<file path="src/rtl/ls_exec_unit.sv">
// Load/store execution unit: in-order issue queue feeding a single-outstanding
// memory handshake, with load results on the CDB and store completions on st_done.
module ls_exec_unit #(
  parameter int unsigned DEPTH  = 4,
  parameter int unsigned TAG_W  = 5,
  parameter int unsigned DATA_W = 16
) (
  input  logic              clk,
  input  logic              rst,
  input  logic [DATA_W-1:0] pc_in,
  input  logic [3:0]        opcode_in,
  input  logic [DATA_W-1:0] opr1_in,
  input  logic [DATA_W-1:0] opr2_in,
  input  logic [TAG_W-1:0]  rrf_dest_in,
  input  logic              valid_in,
  output logic              lsq_full,
  output logic              lsq_overflow,
  output logic              mem_req,
  output logic              mem_we,
  output logic [DATA_W-1:0] mem_addr,
  output logic [DATA_W-1:0] mem_wdata,
  input  logic              mem_ready,
  input  logic [DATA_W-1:0] mem_rdata,
  output logic              cdb_valid,
  output logic [TAG_W-1:0]  cdb_tag,
  output logic [DATA_W-1:0] cdb_data,
  output logic              st_done,
  output logic [DATA_W-1:0] st_pc
);

  localparam int unsigned PTR_W = $clog2(DEPTH);
  localparam int unsigned CNT_W = $clog2(DEPTH + 1);

  typedef enum logic [1:0] {StIdle, StReq, StWb} state_e;

  logic [DATA_W-1:0] q_pc    [DEPTH];
  logic [DATA_W-1:0] q_addr  [DEPTH];
  logic [DATA_W-1:0] q_wdata [DEPTH];
  logic [TAG_W-1:0]  q_tag   [DEPTH];
  logic              q_we    [DEPTH];

  logic [PTR_W-1:0]  head_q, tail_q;
  logic [CNT_W-1:0]  count_q, count_d;
  state_e            state_q;

  logic              is_ls;
  logic              pop;
  logic              push;
  logic              drop;
  logic [DATA_W-1:0] enq_addr;

  assign is_ls    = (opcode_in[3:1] == 3'b100);
  assign lsq_full = (count_q == CNT_W'(DEPTH));
  assign pop      = (state_q == StReq) && mem_ready;
  // A pop in the same cycle frees the slot, so a full queue can still accept.
  assign push     = valid_in && is_ls && (!lsq_full || pop);
  assign drop     = valid_in && is_ls && lsq_full && !pop;
  assign enq_addr = opcode_in[0] ? opr2_in : (opr1_in + opr2_in);

  always_comb begin
    count_d = count_q;
    if (push && !pop) begin
      count_d = count_q + 1'b1;
    end else if (!push && pop) begin
      count_d = count_q - 1'b1;
    end
  end

  always_ff @(posedge clk) begin
    if (push) begin
      q_pc[tail_q]    <= pc_in;
      q_we[tail_q]    <= opcode_in[0];
      q_addr[tail_q]  <= enq_addr;
      q_wdata[tail_q] <= opr1_in;
      q_tag[tail_q]   <= rrf_dest_in;
    end
  end

  always_ff @(posedge clk) begin
    if (rst) begin
      head_q       <= '0;
      tail_q       <= '0;
      count_q      <= '0;
      lsq_overflow <= 1'b0;
    end else begin
      count_q <= count_d;
      if (push) begin
        tail_q <= tail_q + 1'b1;
      end
      if (pop) begin
        head_q <= head_q + 1'b1;
      end
      if (drop) begin
        lsq_overflow <= 1'b1;
      end
    end
  end

  // Outputs are registered alongside the state so each state owns its values.
  always_ff @(posedge clk) begin
    if (rst) begin
      state_q   <= StIdle;
      mem_req   <= 1'b0;
      mem_we    <= 1'b0;
      mem_addr  <= '0;
      mem_wdata <= '0;
      cdb_valid <= 1'b0;
      cdb_tag   <= '0;
      cdb_data  <= '0;
      st_done   <= 1'b0;
      st_pc     <= '0;
    end else begin
      cdb_valid <= 1'b0;
      cdb_tag   <= '0;
      cdb_data  <= '0;
      st_done   <= 1'b0;
      st_pc     <= '0;
      case (state_q)
        StIdle: begin
          if (count_q != '0) begin
            state_q   <= StReq;
            mem_req   <= 1'b1;
            mem_we    <= q_we[head_q];
            mem_addr  <= q_addr[head_q];
            mem_wdata <= q_wdata[head_q];
          end
        end
        StReq: begin
          if (mem_ready) begin
            state_q   <= StWb;
            mem_req   <= 1'b0;
            mem_we    <= 1'b0;
            mem_addr  <= '0;
            mem_wdata <= '0;
            if (q_we[head_q]) begin
              st_done <= 1'b1;
              st_pc   <= q_pc[head_q];
            end else begin
              cdb_valid <= 1'b1;
              cdb_tag   <= q_tag[head_q];
              cdb_data  <= mem_rdata;
            end
          end
        end
        StWb: begin
          // Head has already advanced past the completed op.
          if (count_q != '0) begin
            state_q   <= StReq;
            mem_req   <= 1'b1;
            mem_we    <= q_we[head_q];
            mem_addr  <= q_addr[head_q];
            mem_wdata <= q_wdata[head_q];
          end else begin
            state_q <= StIdle;
          end
        end
        default: begin
          state_q <= StIdle;
          mem_req <= 1'b0;
        end
      endcase
    end
  end

endmodule
</file>
<file path="config.mk">
export PLATFORM = sky130hd
export DESIGN_NAME = ls_exec_unit
export DESIGN_NICKNAME = d
export VERILOG_FILES = /design/src/rtl/ls_exec_unit.sv
export SDC_FILE = /design/constraint.sdc
export NUM_CORES = 1
export LEC_CHECK = 0
export ABC_AREA = 1
export CAP_MARGIN = 20
export CORE_MARGIN = 2
export CORE_UTILIZATION = 55
export DETAILED_ROUTE_END_ITERATION = 8
export PLACE_DENSITY_LB_ADDON = 0.12
export SLEW_MARGIN = 20
export SYNTH_ARGS = -nofsm -noshare
export SYNTH_HDL_FRONTEND = slang
export SYNTH_SLANG_ARGS = --single-unit
</file>
<file path="constraint.sdc">
create_clock -name clk -period 8.9 [get_ports clk]
set_input_delay 1.78 -clock clk [delete_from_list [all_inputs] [get_ports clk]]
set_output_delay 1.78 -clock clk [all_outputs]
set_load 0.01 [all_outputs]
</file>
==> run metrics, run 1 <==
status completed; CTS buffer count 29; WL/cell 17.0 um; Syn Inst Count 1086; share of cells above drive strength 1 7.10%; Worst-path clk slew 0.06 ns; max-cap viol count 0; r2r setup slk 6.47 ns; largest net degree at the start of global routing 68; # DRC 0; worst r2r dst st_pc[11]$_SDFF_PP0_; hold path cells 2; kind of critical path flop to output pin; Synth Net Count 1185; register bit total from synthesis 301; initial antenna violation count 0; DRT Wirelength 26.0 mm; setup tns final 0 ns; first drt pass iteration count 5; Final ANT Viol Nets 0; IO Pins 152; Max-slew headroom 30.5%; power per cell area 220 mW/mm2; cts hold-fix bufs 0; commonest cells after routing, fill and taps aside 216 x edfxtp_1, 185 x nor2_1, 182 x nand2_1, 151 x clkdlybuf4s50_1, 118 x o21ai_0; Final Util 69.2%; Worst Reg2Reg Path Length in Cells 9; H-Tree Depth 1; commonest non-fill, non-tap cell in the layout edfxtp_1; clk buf depth 3; Mean Syn Cell Area 10.9 um2; Slew @ Worst Pin 1.04 ns; leakage 0.00542 uW; Post-DP Area 0.0136 mm2; final worst path period share 41.0%; Hold Fails Final Rpt 0; die area 0.0228 mm2; Row Count 53; # resized after CTS 0; die width 151 um; Seq/Total Area, Yosys 68.9%; global route total overflow 0; Peak Freq 274 MHz; Worst-Skew Late Latency 0.55 ns; minimum hold slack 0.459 ns; critical-path maximum fanout 5; core area 0.0211 mm2; Via density 5.38; dpl hpwl 15.9 mm; gr usage total 23.1%; worst-case clock skew 0.0103 ns; placer's final routability congestion estimate 0.886; worst vdd ir 0.177 mV; Setup-failing EPs final 0; RSZ-0062 raised after global routing no; Period minus WS final 3.65 ns; area delta synth->final 22.7%; hold_sp mem_wdata[7]$_SDFFE_PP0P_; Initial Util 56.4%; library cells used by synthesis 31; YS warnings 0; Worst Path Arrival 1.87 ns; hold endpoint mem_wdata[7]$_SDFFE_PP0P_; setup repair bufs after CTS 0; vias 8228; Data required, critical path 7.12 ns; first-pass GRT wire length 40.9 mm; Buffers on Ports 151; vias in the first global route 7815; Clock Tree Root clkbuf_16; Synth Cell Area 0.0119 mm2; Sink Count 301; total power 3210 uW; Die Ht 151 um; CTS tree yes; Hold WC Path Type flop to flop; initial DRC count 469; n_diodes 0; startpoint types flop; CP endpoint kind output pin; Final Net Count 1329; fin area 0.0146 mm2; Final Max Slew Viols 0
state kept, by name (all words and copies together) (netlist names), 2 cells and up, named ones only:
name,count
count_q,3
q_wdata,64
mem_wdata,16
head_q,2
cdb_data,16
mem_addr,16
q_pc,64
q_addr,64
q_tag,20
state_q,2
cdb_tag,5
q_we,4
tail_q,2
st_pc,16
metal layers:
layer | vias to the layer above | wire length [um] | track usage, %
met2 | 269 | 12700 | 40.3
met4 | 0 | 425 | 5.79
met5 | - | 0 | 0
met3 | 30 | 1720 | 3.13
met1 | 3932 | 11100 | 31.0
li1 | 3997 | - | -
critical path, cell delays in order, from the launching register on:
cell and delay, ns:
dfxtp_1 0.37, nor3_2 0.35, clkdlybuf4s50_1 0.60
worst max path at each step:
stage	depth (start not counted)	slack, ns	startpoint	to
2_1_floorplan	5	3.94	opcode_in[2]	q_addr[0][0]$_DFFE_PP_
3_3_place_gp	11	4.88	opr1_in[0]	q_addr[0][8]$_DFFE_PP_
3_5_place_dp	6	4.84	mem_ready	q_wdata[3][15]$_DFFE_PP_
4_1_cts	2	5.22	count_q[0]$_SDFFE_PP0P_	lsq_full
5_1_grt	2	5.15	count_q[0]$_SDFFE_PP0P_	lsq_full
6_report	2	5.25	count_q[0]$_SDFFE_PP0P_	lsq_full
synth_stat cells:
cell	instances	area [um2]
o21ai_0	118	591
a21oi_1	61	305
inv_2	3	11.3
buf_6	4	45.0
edfxtp_1	216	6490
nand2_4	1	11.3
clkbuf_1	27	101
xnor2_1	2	17.5
nand2_2	2	12.5
nand3_1	22	110
nand3b_1	2	15.0
dfxtp_1	85	1700
nand2_1	182	683
buf_1	3	11.3
nor2_4	3	33.8
buf_2	14	70.1
inv_1	71	267
nor3_1	4	20.0
a21oi_4	2	32.5
buf_4	1	7.51
a31oi_1	1	6.26
nor3_2	2	20.0
nor2_1	189	709
ha_1	20	250
o22ai_1	32	200
a21oi_2	9	78.8
nand4_1	1	6.26
fa_1	2	40.0
or2_2	4	25.0
and2_1	2	12.5
or2_0	1	6.26
cells by family after synthesis:
logic type | synth area share [%]
simple gates | 14.0
flops | 68.9
compound gates | 10.2
buf+inv | 4.32
fa+ha+maj | 2.44
xor+xnor | 0.147
cell type report:
cell class / count / area, um2
Sequential cell: 301 / 8190
Fill cell: 1571 / 6500
Multi-Input combinational cell: 662 / 3220
Timing Repair Buffer: 162 / 1590
Clock buffer: 41 / 841
Tap cell: 275 / 344
Inverter: 74 / 278
Clock inverter: 13 / 126
report_power, final:
part / internal (uW) / total [uW] / switching (uW)
combinational: 166 / 417 / 251
sequential: 1550 / 1580 / 25.1
clock: 716 / 1220 / 501
total: 2430 / 3210 / 776
through the flow:
step / setup WS, ns / instances
global placement: 4.88 / 1474
floorplan: 3.94 / 1086
detailed placement: 4.84 / 1474
finish: 5.25 / 1528
CTS: 5.22 / 1528
global route: 5.15 / 1528
(Power assumes the default switching activity.)
==> run 2, diff against run 1 <==
- clock period: 8.9 -> 3.5 ns (I/O delays scaled with it)
==> run 2 against run 1 <==
Against the previous run:
- worst setup slack lost 4.3 ns
- final cell count increased by 0.59%
- utilization rose by 0.87 points
- combinational power increased to 2.5 times the previous value
==> run metrics, run 2 (same netlist as run 1, synthesis figures left out) <==
core area 0.0211 mm2; Worst-Skew Late Latency 0.54 ns; die width 151 um; Finished Layout Cells 1537; Final Max Slew Viols 0; hold_sp mem_wdata[5]$_SDFFE_PP0P_; vias 8170; Worst Reg2Reg Path Length in Cells 7; hold endpoint mem_wdata[5]$_SDFFE_PP0P_; first-pass GRT wire length 40.0 mm; n_diodes 0; gr usage total 22.6%; Critical Path, Cell by Cell nor3_2 -> clkdlybuf4s50_1; CP endpoint kind output pin; H-Tree Depth 1; placed cells 1481; Switching Share 23.4%; Max-slew headroom 32.5%; biggest regs q_addr (64), q_pc (64), q_wdata (64); r2r setup slk 1.36 ns; power per cell area 563 mW/mm2; setup repair bufs after CTS 0; Hold WC Path Type flop to flop; CP max-delay cell clkdlybuf4s50_1; Setup WS post-layout 0.944 ns; cts hold-fix bufs 0; Worst path max stage delay 0.60 ns; RSZ-0062 raised after global routing no; CTS buffer count 30; Slew @ Worst Pin 1.01 ns; dpl hpwl 16.3 mm; first drt pass iteration count 5; leakage 0.00549 uW; Period minus WS final 2.56 ns; WL/cell 16.6 um; area delta synth->final 24.3%; initial DRC count 452; Critical R2R Launch state_q[0]$_SDFFE_PP0P_; power share of the clock group 39.0%; DRT Wirelength 25.5 mm; startpoint types flop; IO Pins 152; commonest cells after routing, fill and taps aside 216 x edfxtp_1, 185 x nor2_1, 182 x nand2_1, 151 x clkdlybuf4s50_1, 118 x o21ai_0; commonest non-fill, non-tap cell in the layout edfxtp_1; status completed; CTS tree yes; worst r2r dst q_addr[1][11]$_DFFE_PP_; Buffers on Ports 151; Via density 5.32; placer's final routability congestion estimate 0.920; worst-case clock skew 0.0143 ns; Data required, critical path 2.80 ns; # DRC 0; largest net degree at the start of global routing 61; Row Count 53; Post-DP Area 0.0137 mm2; Setup-failing EPs final 0; fillers 1520; kind of critical path flop to output pin; Hold Fails Final Rpt 0; Final ANT Viol Nets 0; Initial Util 56.4%; Clock Tree Root clkbuf_16; Combinational Power Share 12.8%; initial antenna violation count 0; hold path cells 2; worst slack at placement 0.468 ns; sequential power share 48.3%; die area 0.0228 mm2; fin area 0.0148 mm2; critical-path maximum fanout 5; clk buf depth 3; global route total overflow 0; final worst path period share 73.0%; switching power 1940 uW; Sink Count 301; max-cap viol count 0; Pint 6370 uW; Peak Freq 391 MHz; # resized after CTS 0; vias in the first global route 7807; Worst Path Arrival 1.86 ns; Die Ht 151 um; Final Net Count 1337; share of cells above drive strength 1 7.37%; Worst-path clk slew 0.06 ns; worst vdd ir 0.516 mV
==> run 2: how the worst max path moves through the flow <==
stage | from | endpoint | slack, ns | cells past startpoint
floorplan | opcode_in[2] | q_addr[0][0]$_DFFE_PP_ | -0.38 | 5
global placement | opr1_in[0] | q_addr[3][8]$_DFFE_PP_ | 0.52 | 11
detailed placement | opr1_in[0] | q_addr[2][6]$_DFFE_PP_ | 0.47 | 10
CTS | count_q[0]$_SDFFE_PP0P_ | lsq_full | 0.92 | 2
global route | opr1_in[0] | q_addr[2][8]$_DFFE_PP_ | 0.84 | 11
finish | count_q[0]$_SDFFE_PP0P_ | lsq_full | 0.94 | 2
==> run 2: worst max-delay path: cells and delay by family, from the launching register on <==
kind | cells | cell delay (ns)
flip-flops | 1 | 0.37
buffers and inverters | 1 | 0.60
AND/OR/NAND/NOR | 1 | 0.35
==> run 2: power groups by stage <==
| stage | Clock, uW | Sequential [uW] | Combinational [uW] |
|---|---|---|---|
| floorplan | 0 | 4120 | 589 |
| global placement | 0 | 4090 | 1040 |
| detailed placement | 0 | 4090 | 1060 |
| CTS | 3290 | 4010 | 1070 |
| global route | 3440 | 4020 | 1180 |
| finish | 3240 | 4010 | 1060 |
==> run 2: layer usage <==
metal | vias to the layer above | global-route usage (%) | wire (um)
li1 | 4016 | - | -
met1 | 3841 | 29.1 | 10700
met2 | 265 | 40.0 | 12500
met3 | 48 | 3.67 | 1710
met4 | 0 | 5.93 | 551
met5 | - | 0 | 0
==> run 2: area by class of cell <==
| type | count | area (um2) | area share, % |
|---|---|---|---|
| clock inverter | 9 | 121 | 0.822 |
| multi-input combinational | 662 | 3220 | 21.8 |
| inverter | 74 | 278 | 1.88 |
| timing repair buffer | 169 | 1720 | 11.6 |
| tap | 275 | 344 | 2.33 |
| clock buffer | 47 | 907 | 6.14 |
| sequential | 301 | 8190 | 55.4 |
==> run 2: per-stage QoR <==
stage | setup TNS, ns | utilization (%) | hold slack [ns] | power (uW)
5_1_grt | 0 | 70.1 | 0.479 | 8650
3_5_place_dp | 0 | 65.2 | 0.454 | 5150
4_1_cts | 0 | 70.1 | 0.464 | 8370
3_3_place_gp | 0 | 65.1 | 0.451 | 5120
6_report | 0 | 70.1 | 0.460 | 8310
2_1_floorplan | -82.07 | - | 0.463 | 4710
==> run 3, diff against run 2 <==
- CORE_UTILIZATION: 55 -> 50
- clock period: 3.5 -> 2.15 ns (I/O delays scaled with it)
==> run 3 against run 2 <==
Against the previous run:
- count of clock-buffer cells in the layout is 2 higher
- critical path depth is 9 higher
- critical path type is now primary input to flop
- sequential power is 63% higher
- via count is 0.64% higher
- first-iteration DRC count is 7.5% higher
- register-to-register slack worse by 1.2 ns
- non-clock buffer count is 54 higher
- flip-flop and latch count stayed put
- worst hold slack worse by 0.19 ns
- final area is 3.0% higher
==> run metrics, run 3 (same netlist as run 1, synthesis figures left out) <==
status completed; worst vdd ir 0.699 mV; die area 0.0250 mm2; cts hold-fix bufs 0; Pint 10100 uW; Data required, critical path 2.42 ns; gr usage total 20.7%; commonest cells after routing, fill and taps aside 216 x edfxtp_1, 185 x nor2_1, 182 x nand2_1, 149 x clkdlybuf4s50_1, 118 x o21ai_0; Combinational Power Share 14.1%; Via density 5.03; Worst Path Arrival 2.29 ns; RSZ-0062 raised after global routing no; Max-slew headroom 65.3%; worst-case clock skew 0.00970 ns; dpl hpwl 17.3 mm; n_diodes 0; switching power 3170 uW; Sink Count 301; placer's final routability congestion estimate 0.866; Peak Freq 495 MHz; core area 0.0234 mm2; Hold WC Path Type primary input to flop; power share of the clock group 36.4%; setup tns final 0 ns; Worst-path clk slew 0.06 ns; first drt pass iteration count 6; die width 158 um; global route total overflow 0; setup repair bufs after CTS 0; Buffers on Ports 151; Clock Tree Root clkbuf_16; Final Max Slew Viols 0; initial antenna violation count 0; vias 8222; minimum hold slack 0.269 ns; Final ANT Viol Nets 0; power per cell area 869 mW/mm2; Slew @ Worst Pin 0.520 ns; max-cap viol count 0; initial DRC count 486; kind of critical path primary input to flop; Worst-Skew Late Latency 0.53 ns; commonest non-fill, non-tap cell in the layout edfxtp_1; final worst path period share 94.0%; Finished Layout Cells 1635; sequential power share 49.4%; CTS buffer count 30; Setup-failing EPs final 0; vias in the first global route 7726; share of cells above drive strength 1 10.7%; leakage 0.00572 uW; # DRC 0; CP endpoint kind flop; IO Pins 152; clk buf depth 3; fillers 1872; Row Count 56; Final Net Count 1391; H-Tree Depth 1; first-pass GRT wire length 40.3 mm; biggest regs q_addr (64), q_pc (64), q_wdata (64); WL/cell 15.8 um; area delta synth->final 27.9%; Switching Share 24.0%; startpoint types primary input; Period minus WS final 2.02 ns; placed cells 1579; largest net degree at the start of global routing 55; DRT Wirelength 25.8 mm; Initial Util 50.8%; critical-path maximum fanout 4; CTS tree yes; Die Ht 158 um; Hold Fails Final Rpt 0
[run 3: cell types whose count changed in the layout (fill, tap and decap cells not counted), moves of 2 or more]
| cell | before | now |
|---|---|---|
| buf_12 | 5 | 12 |
| buf_4 | 12 | 60 |
| bufinv_16 | 3 | 1 |
| clkbuf_1 | 10 | 17 |
| clkbuf_8 | 5 | 1 |
| clkdlybuf4s50_1 | 151 | 149 |
[run 3: power groups by stage]
stage / Combinational (uW) / Sequential [uW] / Clock [uW]
2_1_floorplan: 963 / 6700 / 0
3_3_place_gp: 1860 / 6660 / 0
3_5_place_dp: 1880 / 6660 / 0
4_1_cts: 1890 / 6540 / 4900
5_1_grt: 2080 / 6560 / 5130
6_report: 1870 / 6540 / 4820
[run 3: final cells by class]
class	instances	area [um2]	share of cell area, %
clock inverter	7	60.1	0.395
tap	319	399	2.62
clock buffer	49	853	5.61
timing repair buffer	223	2200	14.5
inverter	74	280	1.84
sequential	301	8190	53.8
multi-input combinational	662	3220	21.2
[run 3: path summary, 6_finish.rpt]
path                            depth (start not counted)                        end  slack [ns]                 startpoint
worst max register to register                         11    count_q[2]$_SDFFE_PP0P_        0.18    state_q[0]$_SDFFE_PP0P_
worst min register to register                          2  mem_wdata[7]$_SDFFE_PP0P_        0.46  mem_wdata[7]$_SDFFE_PP0P_
worst max-delay path                                   11     q_addr[2][8]$_DFFE_PP_        0.13                 opr2_in[0]
worst min-delay path                                    1    q_wdata[0][0]$_DFFE_PP_        0.27                 opr1_in[0]
[run 3: through the flow]
stage	instance area, um2	setup slack, ns	util [%]	total power [uW]
final	15200	0.128	65.0	13200
after CTS	15200	0.0136	65.0	13300
after global placement	14300	-0.549	61.1	8520
after global routing	15200	0.00868	65.0	13800
after detailed placement	14300	-0.551	61.1	8540
after floorplan	11900	-0.00694	-	7670
[run 3: worst max-delay path, stage by stage]
cell and delay (ns):
clkdlybuf4s50_1 0.45, ha_1 0.23, fa_1 0.39, nand2_1 0.09
nand2_1 0.07, and2_1 0.17, nand2_1 0.06, nand2_1 0.05
or2_0 0.19, nand3_1 0.06, nand2_1 0.10
[run 3: routing by layer]
metal	GRT usage, %	wire length [um]	vias up
li1	-	-	4121
met1	27.7	11400	3847
met2	35.4	12400	222
met3	3.07	1460	32
met4	5.79	461	0
met5	0	0	-
[run 3: repair_timing]
item                                    4_1_cts  5_1_grt
endpoints found under the setup margin        1       20
pin swaps                                     1        0
gates resized for setup                       2        1
